## src/rtl/column_stream_sel_pkg.sv

```systemverilog
// Shared definitions for the column streamer: FSM state encoding and the
// default geometry of the column buffer.
package column_stream_sel_pkg;

    localparam int DEF_COL_W    = 99;
    localparam int DEF_NUM_COLS = 4;

    typedef enum logic {
        IDLE   = 1'b0,
        STREAM = 1'b1
    } state_e;

endpackage

```

## src/rtl/column_mux_n.sv

```systemverilog
// Combinational NUM_COLS:1 column selector. An index beyond the last column
// selects all-zero data.
module column_mux_n
    import column_stream_sel_pkg::*;
#(
    parameter int COL_W    = DEF_COL_W,
    parameter int NUM_COLS = DEF_NUM_COLS
) (
    input  logic [NUM_COLS*COL_W-1:0]     cols_i,
    input  logic [$clog2(NUM_COLS)-1:0]   sel_i,
    output logic [COL_W-1:0]              col_o
);

    localparam int SEL_W = $clog2(NUM_COLS);

    // NOTE: the default assignment ahead of the loop keeps this block free of latches.
    always_comb begin
        col_o = '0;
        for (int k = 0; k < NUM_COLS; k++) begin
            if (sel_i == SEL_W'(k)) begin
                col_o = cols_i[k*COL_W +: COL_W];
            end
        end
    end

endmodule

```

## src/rtl/column_stream_sel.sv

```systemverilog
// Captures a set of NUM_COLS columns on load and streams them one per
// accepted beat, starting at a chosen column and wrapping around.
module column_stream_sel
    import column_stream_sel_pkg::*;
#(
    parameter int COL_W    = DEF_COL_W,
    parameter int NUM_COLS = DEF_NUM_COLS
) (
    input  logic                          clk,
    input  logic                          rst_n,
    input  logic                          load,
    input  logic [NUM_COLS*COL_W-1:0]     data_in,
    input  logic [$clog2(NUM_COLS)-1:0]   start_col,
    input  logic                          ready_in,
    output logic [COL_W-1:0]              data_out,
    output logic [$clog2(NUM_COLS)-1:0]   col_idx,
    output logic                          valid_out,
    output logic                          last,
    output logic                          busy,
    output logic                          done
);

    localparam int                SEL_W     = $clog2(NUM_COLS);
    localparam logic [SEL_W-1:0]  LAST_IDX  = SEL_W'(NUM_COLS - 1);
    localparam logic [SEL_W:0]    NUM_COLS_X = (SEL_W + 1)'(NUM_COLS);

    state_e                       state_q;
    logic [NUM_COLS*COL_W-1:0]    cols_q;
    logic [SEL_W-1:0]             idx_q;
    logic [SEL_W-1:0]             beat_q;
    logic                         done_q;

    logic [SEL_W-1:0]             start_idx;
    logic [SEL_W-1:0]             next_idx;
    logic                         streaming;
    logic                         last_beat;

    // Out-of-range start columns restart the set at column 0.
    assign start_idx = ({1'b0, start_col} < NUM_COLS_X) ? start_col : '0;
    assign next_idx  = (idx_q == LAST_IDX) ? '0 : idx_q + SEL_W'(1);
    assign streaming = (state_q == STREAM);
    assign last_beat = streaming && (beat_q == LAST_IDX);

    assign valid_out = streaming;
    assign busy      = streaming;
    assign last      = last_beat;
    assign col_idx   = idx_q;
    assign done      = done_q;

    column_mux_n #(
        .COL_W    (COL_W),
        .NUM_COLS (NUM_COLS)
    ) u_mux (
        .cols_i (cols_q),
        .sel_i  (idx_q),
        .col_o  (data_out)
    );

    // NOTE: column storage is reset along with the control state so the
    // visible data returns to zero the moment reset asserts.
    always_ff @(posedge clk or negedge rst_n) begin
        if (!rst_n) begin
            state_q <= IDLE;
            cols_q  <= '0;
            idx_q   <= '0;
            beat_q  <= '0;
            done_q  <= 1'b0;
        end else begin
            // NOTE: non-blocking assignments throughout; every register samples pre-edge values.
            done_q <= 1'b0;
            case (state_q)
                IDLE: begin
                    if (load) begin
                        cols_q  <= data_in;
                        idx_q   <= start_idx;
                        beat_q  <= '0;
                        state_q <= STREAM;
                    end
                end
                STREAM: begin
                    if (ready_in) begin
                        if (last_beat) begin
                            done_q <= 1'b1;
                            // A load on the final transfer chains the next set with no bubble.
                            if (load) begin
                                cols_q <= data_in;
                                idx_q  <= start_idx;
                                beat_q <= '0;
                            end else begin
                                state_q <= IDLE;
                            end
                        end else begin
                            idx_q  <= next_idx;
                            beat_q <= beat_q + SEL_W'(1);
                        end
                    end
                end
                default: state_q <= IDLE;
            endcase
        end
    end

endmodule

```

## config.mk

```make
export PLATFORM = sky130hd
export DESIGN_NAME = column_stream_sel
export DESIGN_NICKNAME = d
export VERILOG_FILES = /design/src/rtl/column_stream_sel_pkg.sv /design/src/rtl/column_mux_n.sv /design/src/rtl/column_stream_sel.sv
export SDC_FILE = /design/constraint.sdc
export NUM_CORES = 1
export LEC_CHECK = 0
export ABC_AREA = 1
export CAP_MARGIN = 30
export CORE_ASPECT_RATIO = 1.5
export CORE_MARGIN = 3
export CORE_UTILIZATION = 49
export CTS_CLUSTER_SIZE = 20
export DETAILED_ROUTE_END_ITERATION = 8
export HOLD_SLACK_MARGIN = 0.15
export PLACE_DENSITY = 0.91
export SLEW_MARGIN = 20
export SYNTH_ARGS = -nofsm -noshare
export SYNTH_HDL_FRONTEND = slang
export SYNTH_HIERARCHICAL = 1
export SYNTH_SLANG_ARGS = --single-unit
```

## constraint.sdc

```tcl
create_clock -name clk -period 1.95 [get_ports clk]
set_input_delay 0.195 -clock clk [delete_from_list [all_inputs] [get_ports clk]]
set_output_delay 0.195 -clock clk [all_outputs]
set_load 0.05 [all_outputs]
```

=== After elaboration in Yosys (flattened, before gate mapping) ===
Index checks and enable logic that the tools add are counted.
W data, S select, Z words.

* Output and inout port bits: 105
* Input bits: 402
* Register bits: 402
* Word-level logic and storage cells: 41

* Equal/unequal tests: 6
* Mux-type cells: 24
* Reductions and logical operators: 3
* Add/sub/neg operators: 2
* Bitwise gates (word level): 1

{| class="wikitable"
|+ Operators by type and width
! kind !! number
|-
| $mux W396 || 3
|-
| $pmux W396 S2 || 1
|-
| $mux W99 || 4
|-
| $mux W2 || 7
|-
| $pmux W2 S2 || 2
|-
| $eq A2 B2 Y1 const B || 3
|-
| $mux W1 || 6
|-
| $add A2 B1 Y2 const B || 2
|-
| $ne A2 B2 Y1 const B || 2
|-
| $eq A2 B1 Y1 const B || 1
|-
| $logic_not A2 Y1 || 1
|-
| $pmux W1 S2 || 1
|-
| $reduce_and A2 Y1 || 1
|-
| $logic_and A1 B1 Y1 || 1
|-
| $not A1 Y1 || 1
|}

=== Longest topological paths before layout ===
* Depth after elaboration: 5
* Gate-level depth with buffers: 9
* Mapped depth without buffers: 7

=== Modules after synthesis ===
The synthesis kept the hierarchy.

{| class="wikitable"
|+ By module, submodules not included
! module !! cells each !! sequential area each (um2) !! area each (um2) !! times used
|-
| column_stream_sel || 1,716 || 10,059.6 || 15,265.9 || 1
|-
| column_mux_n || 572 || 0.0 || 3,036.7 || 1
|}

=== Least setup slack after synthesis ===
No wires, ideal clock.

* Path type: flip-flop to output port
* Start point: reg idx_q[0], in the netlist col_idx[0]
* End point: out data_out[88]
* Arrival: 1,804 ps
* Data required time: 1,755 ps
* Slack: -49 ps
* Cell stages (with the launch flop): 7
* Path through: dfrtp_1 > buf_6 > inv_4 > buf_6 > buf_6 > nand3_1 > nand4_1

* Word-level cells in the longest chain between the ends: 5
* Elaborated cells between the ends (all ways): 8

{| class="wikitable"
|+ Ends and longest elaborated chain
! item !! line !! text
|-
| start, declared || column_stream_sel.sv:29 || <nowiki>logic [SEL_W-1:0] idx_q;</nowiki>
|-
| start signal, assigned || column_stream_sel.sv:75 || <nowiki>idx_q <= start_idx;</nowiki>
|-
| start signal, assigned || column_stream_sel.sv:87 || <nowiki>idx_q <= start_idx;</nowiki>
|-
| start signal, assigned || column_stream_sel.sv:93 || <nowiki>idx_q <= next_idx;</nowiki>
|-
| $logic_not A2 Y1 || column_mux_n.sv:20 || <nowiki>if (sel_i == SEL_W'(k)) begin</nowiki>
|-
| $mux W99 (3 in series) || column_mux_n.sv:20 ||
|-
| $mux W99 * || column_mux_n.sv:20 ||
|-
| end, declared || column_stream_sel.sv:15 || <nowiki>output logic [COL_W-1:0] data_out,</nowiki>
|}

Every way passes the cells marked *; elsewhere a longest branch is shown, timed or not.

=== Final worst setup path ===
* Start point: reg idx_q[1], in the netlist col_idx[1]
* End point: out data_out[2]

Same word-level chain as after synthesis.

==> results by group <==
Floorplanning
  – Floorplan die height: 243 um
  – Number of I/O pins: 507
  – Chip Width: 164 um
  – Core area: about 37000 um^2
  – Total Die Area: a little under 40000 um^2
  – Effective utilization at floorplan: 49.7%
  – Row cnt: between 80 and 90

Cells and area
  – Synth-to-Final Area Change: 47.5%
  – Number of fill cells in the layout: 2367
  – Post-layout nets: 3163
  – Post-route non-filler standard cell count: ~3.3k
  – Share of post-route cells with drive strength above 1: 10.8%

Yosys
  – Synthesized instance count: 2288
  – Seq/Total Area, Yosys: 55.0%
  – Post-Synthesis Cell Area: 18300 um^2
  – Number of different library cells in the post-synthesis netlist: 20
  – Post-synthesis sequential element count: 402
  – Synth Area per Inst: 8.00 um^2
  – Post-synth net total: 2692
  – Total number of yosys warnings: 6

STA
  – Slew HR: 66.9%
  – Actual slew at the worst max-slew pin: approximately 0.5 ns
  – Period minus WS final: 2.31 ns
  – Slack of the critical path: -0.362 ns
  – Final-layout worst hold slack: 0.166 ns
  – Number of endpoints failing setup at the final stage: between 90 and 100
  – Number of failing hold endpoints at the final stage: 0
  – Period Utilization, post-route: 119%
  – Max-slew violations: 0
  – Unrepaired setup endpoints after global routing: yes
  – Maximum clock frequency: roughly 430 MHz
  – Skew final: approximately 0.017 ns

Global route
  – Vias in the first global route: 19.3k
  – Pin count of the biggest net entering global routing: 85
  – Remaining Overflow, GRT: 0
  – GRT Overall Usage: 34.3%
  – Global-route wire length before repair: 106000 um
  – Antenna violations before repair: 28

Run status
  – Violations in the final reports: setup timing
  – Outcome: finished with violations

Routing
  – Via/cell ratio: roughly 5.8
  – Drt drc: 0
  – Number of optimization iterations in the first detailed-route pass: 6
  – Routed length per instance: 21.8 um
  – Number of nets with antenna violations after detailed routing: 0
  – WL final: around 70000 um
  – Vias post-DR: 19.1k
  – Iteration-0 DRC Markers: 2376

Hold path
  – Hold Path Class: input pin to asynchronous set/reset pin

Worst setup path
  – Cell mode on critical path: sky130_fd_sc_hd__buf_12
  – Worst path cell trace: nor2_4 -> buf_12 -> buf_12 -> nand2_2 -> nand4_1 -> buf_12
  – Bufs and invs on worst path: 3
  – Capturing element type of the critical path: output pin
  – Critical Path Source Type: register
  – Worst-path fanout max: 8
  – Setup CP Type: register to output pin
  – Cell family with most CP delay: flip-flops
  – Slack of the worst reg-to-reg path: approximately 0.12 ns
  – CP Data Required Time: 1.75 ns
  – Delay of the slowest critical-path stage: ~0.55 ns
  – Critical path arrival: 2.12 ns
  – Slowest CP cell: sky130_fd_sc_hd__dfrtp_4

Clocking
  – Clock Sinks: 402
  – Maximum number of buffers from clock root to sink: 3
  – Clock buffers created by TritonCTS: 39
  – H-tree levels: 2
  – TritonCTS clock tree: yes
  – Latest clock arrival within the worst-skew pair: around 0.56 ns
  – Cell chosen for the clock root: sky130_fd_sc_hd__clkbuf_16
  – Post-CTS clock slew at the launch and capture registers of the worst setup and hold paths: 0.07 ns

Power
  – Sequential Power Share: 27.7%
  – Combinational fraction of design power: 56.8%
  – Switching component of the power: 23600 uW
  – Total internal power: between 20000 and 30000 uW
  – Static leakage: around 0.013 uW
  – Switching portion of total power: approximately 45%
  – Highest ir drop seen on vdd: around 1.9 mV
  – Clock share of power: between 10% and 20%
  – Power density over the cells: 1960 nW/um^2

Place
  – Placer congestion estimate: approximately 0.95
  – Count of port buffers added during placement: 506
  – DP HPWL: 45300 um
  – Cell count after placement: 3182

Run
  – Number of maximum-capacitance violations: 0
-- logic make-up (layout without fill, tap and decap cells) --
logic type	count (synthesis)	in the layout	share of synthesized area, %
fa+ha+maj	2	2	0.137
buf+inv	172	674	6.26
flops	402	402	55.0
simple gates	1708	1708	38.5
compound gates	4	4	0.109
other cells	0	20	0
-- power by group through the flow --
stage	sequential (uW)	clock, uW	combinational, uW
2_1_floorplan	13800	0	15300
3_3_place_gp	14200	0	26900
3_5_place_dp	14500	0	27500
4_1_cts	14400	8230	29200
5_1_grt	15000	8590	31500
6_report	14600	8210	30100
-- through the flow --
step                util, %  total power [uW]  cell area [um^2]  worst slack (ns)  setup TNS [ns]
finish                 73.4             53000             27000            -0.362          -27.02
global route           73.4             55100             27000            -0.405          -32.74
CTS                    72.5             51900             26700            -0.291          -23.73
detailed placement     67.6             42000             24900             0.104               0
global placement       67.6             41200             24900             0.110               0
floorplan                 -             29100             18300           0.00429               0
-- worst paths after layout --
check | depth (start not counted) | start | endpoint
max in group asynchronous | 3 | rst_n | cols_q[147]
hold reg to reg | 2 | cols_q[109] | cols_q[109]
setup reg to reg | 8 | beat_q[0] | cols_q[72]
min in group clk | 3 | data_in[308] | cols_q[308]
hold / removal | 2 | rst_n | cols_q[75]
setup / recovery | 6 | col_idx[1] | data_out[2]
-- worst register-to-register path: stages (launching register included) --
cell and delay [ns]:
sky130_fd_sc_hd__dfrtp_1 0.41, sky130_fd_sc_hd__ha_1 0.25, sky130_fd_sc_hd__inv_1 0.09, sky130_fd_sc_hd__nand2_2 0.11, sky130_fd_sc_hd__nand3_4 0.16, sky130_fd_sc_hd__buf_4 0.27, sky130_fd_sc_hd__buf_4 0.28, sky130_fd_sc_hd__nand2_1 0.11
sky130_fd_sc_hd__nand2_1 0.10
-- placed cells by master, fill, tap and decap left out, types with 2 or more instances in the layout --
cell / n
sky130_fd_sc_hd__nand2_1: 1267
sky130_fd_sc_hd__clkdlybuf4s50_1: 401
sky130_fd_sc_hd__dfrtp_1: 400
sky130_fd_sc_hd__nand3_1: 294
sky130_fd_sc_hd__buf_12: 134
sky130_fd_sc_hd__nand4_1: 100
sky130_fd_sc_hd__clkbuf_16: 44
sky130_fd_sc_hd__buf_4: 27
sky130_fd_sc_hd__nand2_2: 21
sky130_fd_sc_hd__diode_2: 20
sky130_fd_sc_hd__buf_16: 16
sky130_fd_sc_hd__nand2_4: 12
sky130_fd_sc_hd__clkbuf_8: 10
sky130_fd_sc_hd__inv_1: 7
sky130_fd_sc_hd__nor2_1: 6
sky130_fd_sc_hd__inv_6: 5
sky130_fd_sc_hd__bufinv_16: 5
sky130_fd_sc_hd__clkinv_2: 5
sky130_fd_sc_hd__clkbuf_1: 5
sky130_fd_sc_hd__nand3_2: 5
sky130_fd_sc_hd__inv_8: 3
sky130_fd_sc_hd__buf_8: 3
sky130_fd_sc_hd__buf_6: 3
sky130_fd_sc_hd__a21oi_1: 2
sky130_fd_sc_hd__o21ai_0: 2
sky130_fd_sc_hd__ha_1: 2
sky130_fd_sc_hd__clkinvlp_4: 2
sky130_fd_sc_hd__dfrtp_4: 2
sky130_fd_sc_hd__dlygate4sd2_1: 2
-- registers in the layout (all words and copies together), names as in the netlist --
signal,count
cols_q,396
beat_q,2
col_idx,2
busy,1
done,1
-- final cells by class --
class                           count  area [um^2]  share of cell area (%)
Timing Repair Buffer              592         7570                    28.0
Clock inverter                     18          243                   0.899
Tap cell                          484          606                    2.24
Antenna cell                       20         50.0                   0.185
Inverter                           10         60.1                   0.222
Sequential cell                   402        10100                    37.3
Multi-Input combinational cell   1714         7270                    26.9
Clock buffer                       54         1130                    4.19
-- layer usage --
metal	share of wire, %	wire length, um	global-route usage [%]	vias up
met4	8.8	6330	25.7	16
met3	10	7380	8.45	419
met2	48	34600	55.5	1417
li1	-	-	-	8257
met5	0.16	112	0	-
met1	33	23500	38.8	8945
-- cell usage after synthesis --
cell type,n,area share (%)
sky130_fd_sc_hd__nor2_1,6,0.12
sky130_fd_sc_hd__buf_4,37,1.5
sky130_fd_sc_hd__buf_6,21,1.3
sky130_fd_sc_hd__or2_2,1,0.034
sky130_fd_sc_hd__a21oi_1,2,0.055
sky130_fd_sc_hd__clkbuf_1,15,0.31
sky130_fd_sc_hd__nand3_1,299,8.2
sky130_fd_sc_hd__ha_1,2,0.14
sky130_fd_sc_hd__nor2_4,1,0.062
sky130_fd_sc_hd__inv_4,1,0.034
sky130_fd_sc_hd__nand3_2,1,0.055
sky130_fd_sc_hd__buf_2,81,2.2
sky130_fd_sc_hd__buf_12,2,0.22
sky130_fd_sc_hd__o21ai_0,2,0.055
sky130_fd_sc_hd__inv_2,2,0.041
sky130_fd_sc_hd__inv_1,7,0.14
sky130_fd_sc_hd__nand2_1,1300,27
sky130_fd_sc_hd__nand4_1,100,3.4
sky130_fd_sc_hd__dfrtp_1,402,55
sky130_fd_sc_hd__buf_8,6,0.49
-- repair_timing --
item | CTS | global route
endpoints found under the hold margin | 402 | 0
hold buffers | 1 | 0
pin swaps | 19 | 21
endpoints found under the setup margin | 101 | 190
gates cloned | 9 | 5
gates resized for setup | 46 | 39
buffers inserted | 5 | 0
(Power assumes the default switching activity.)
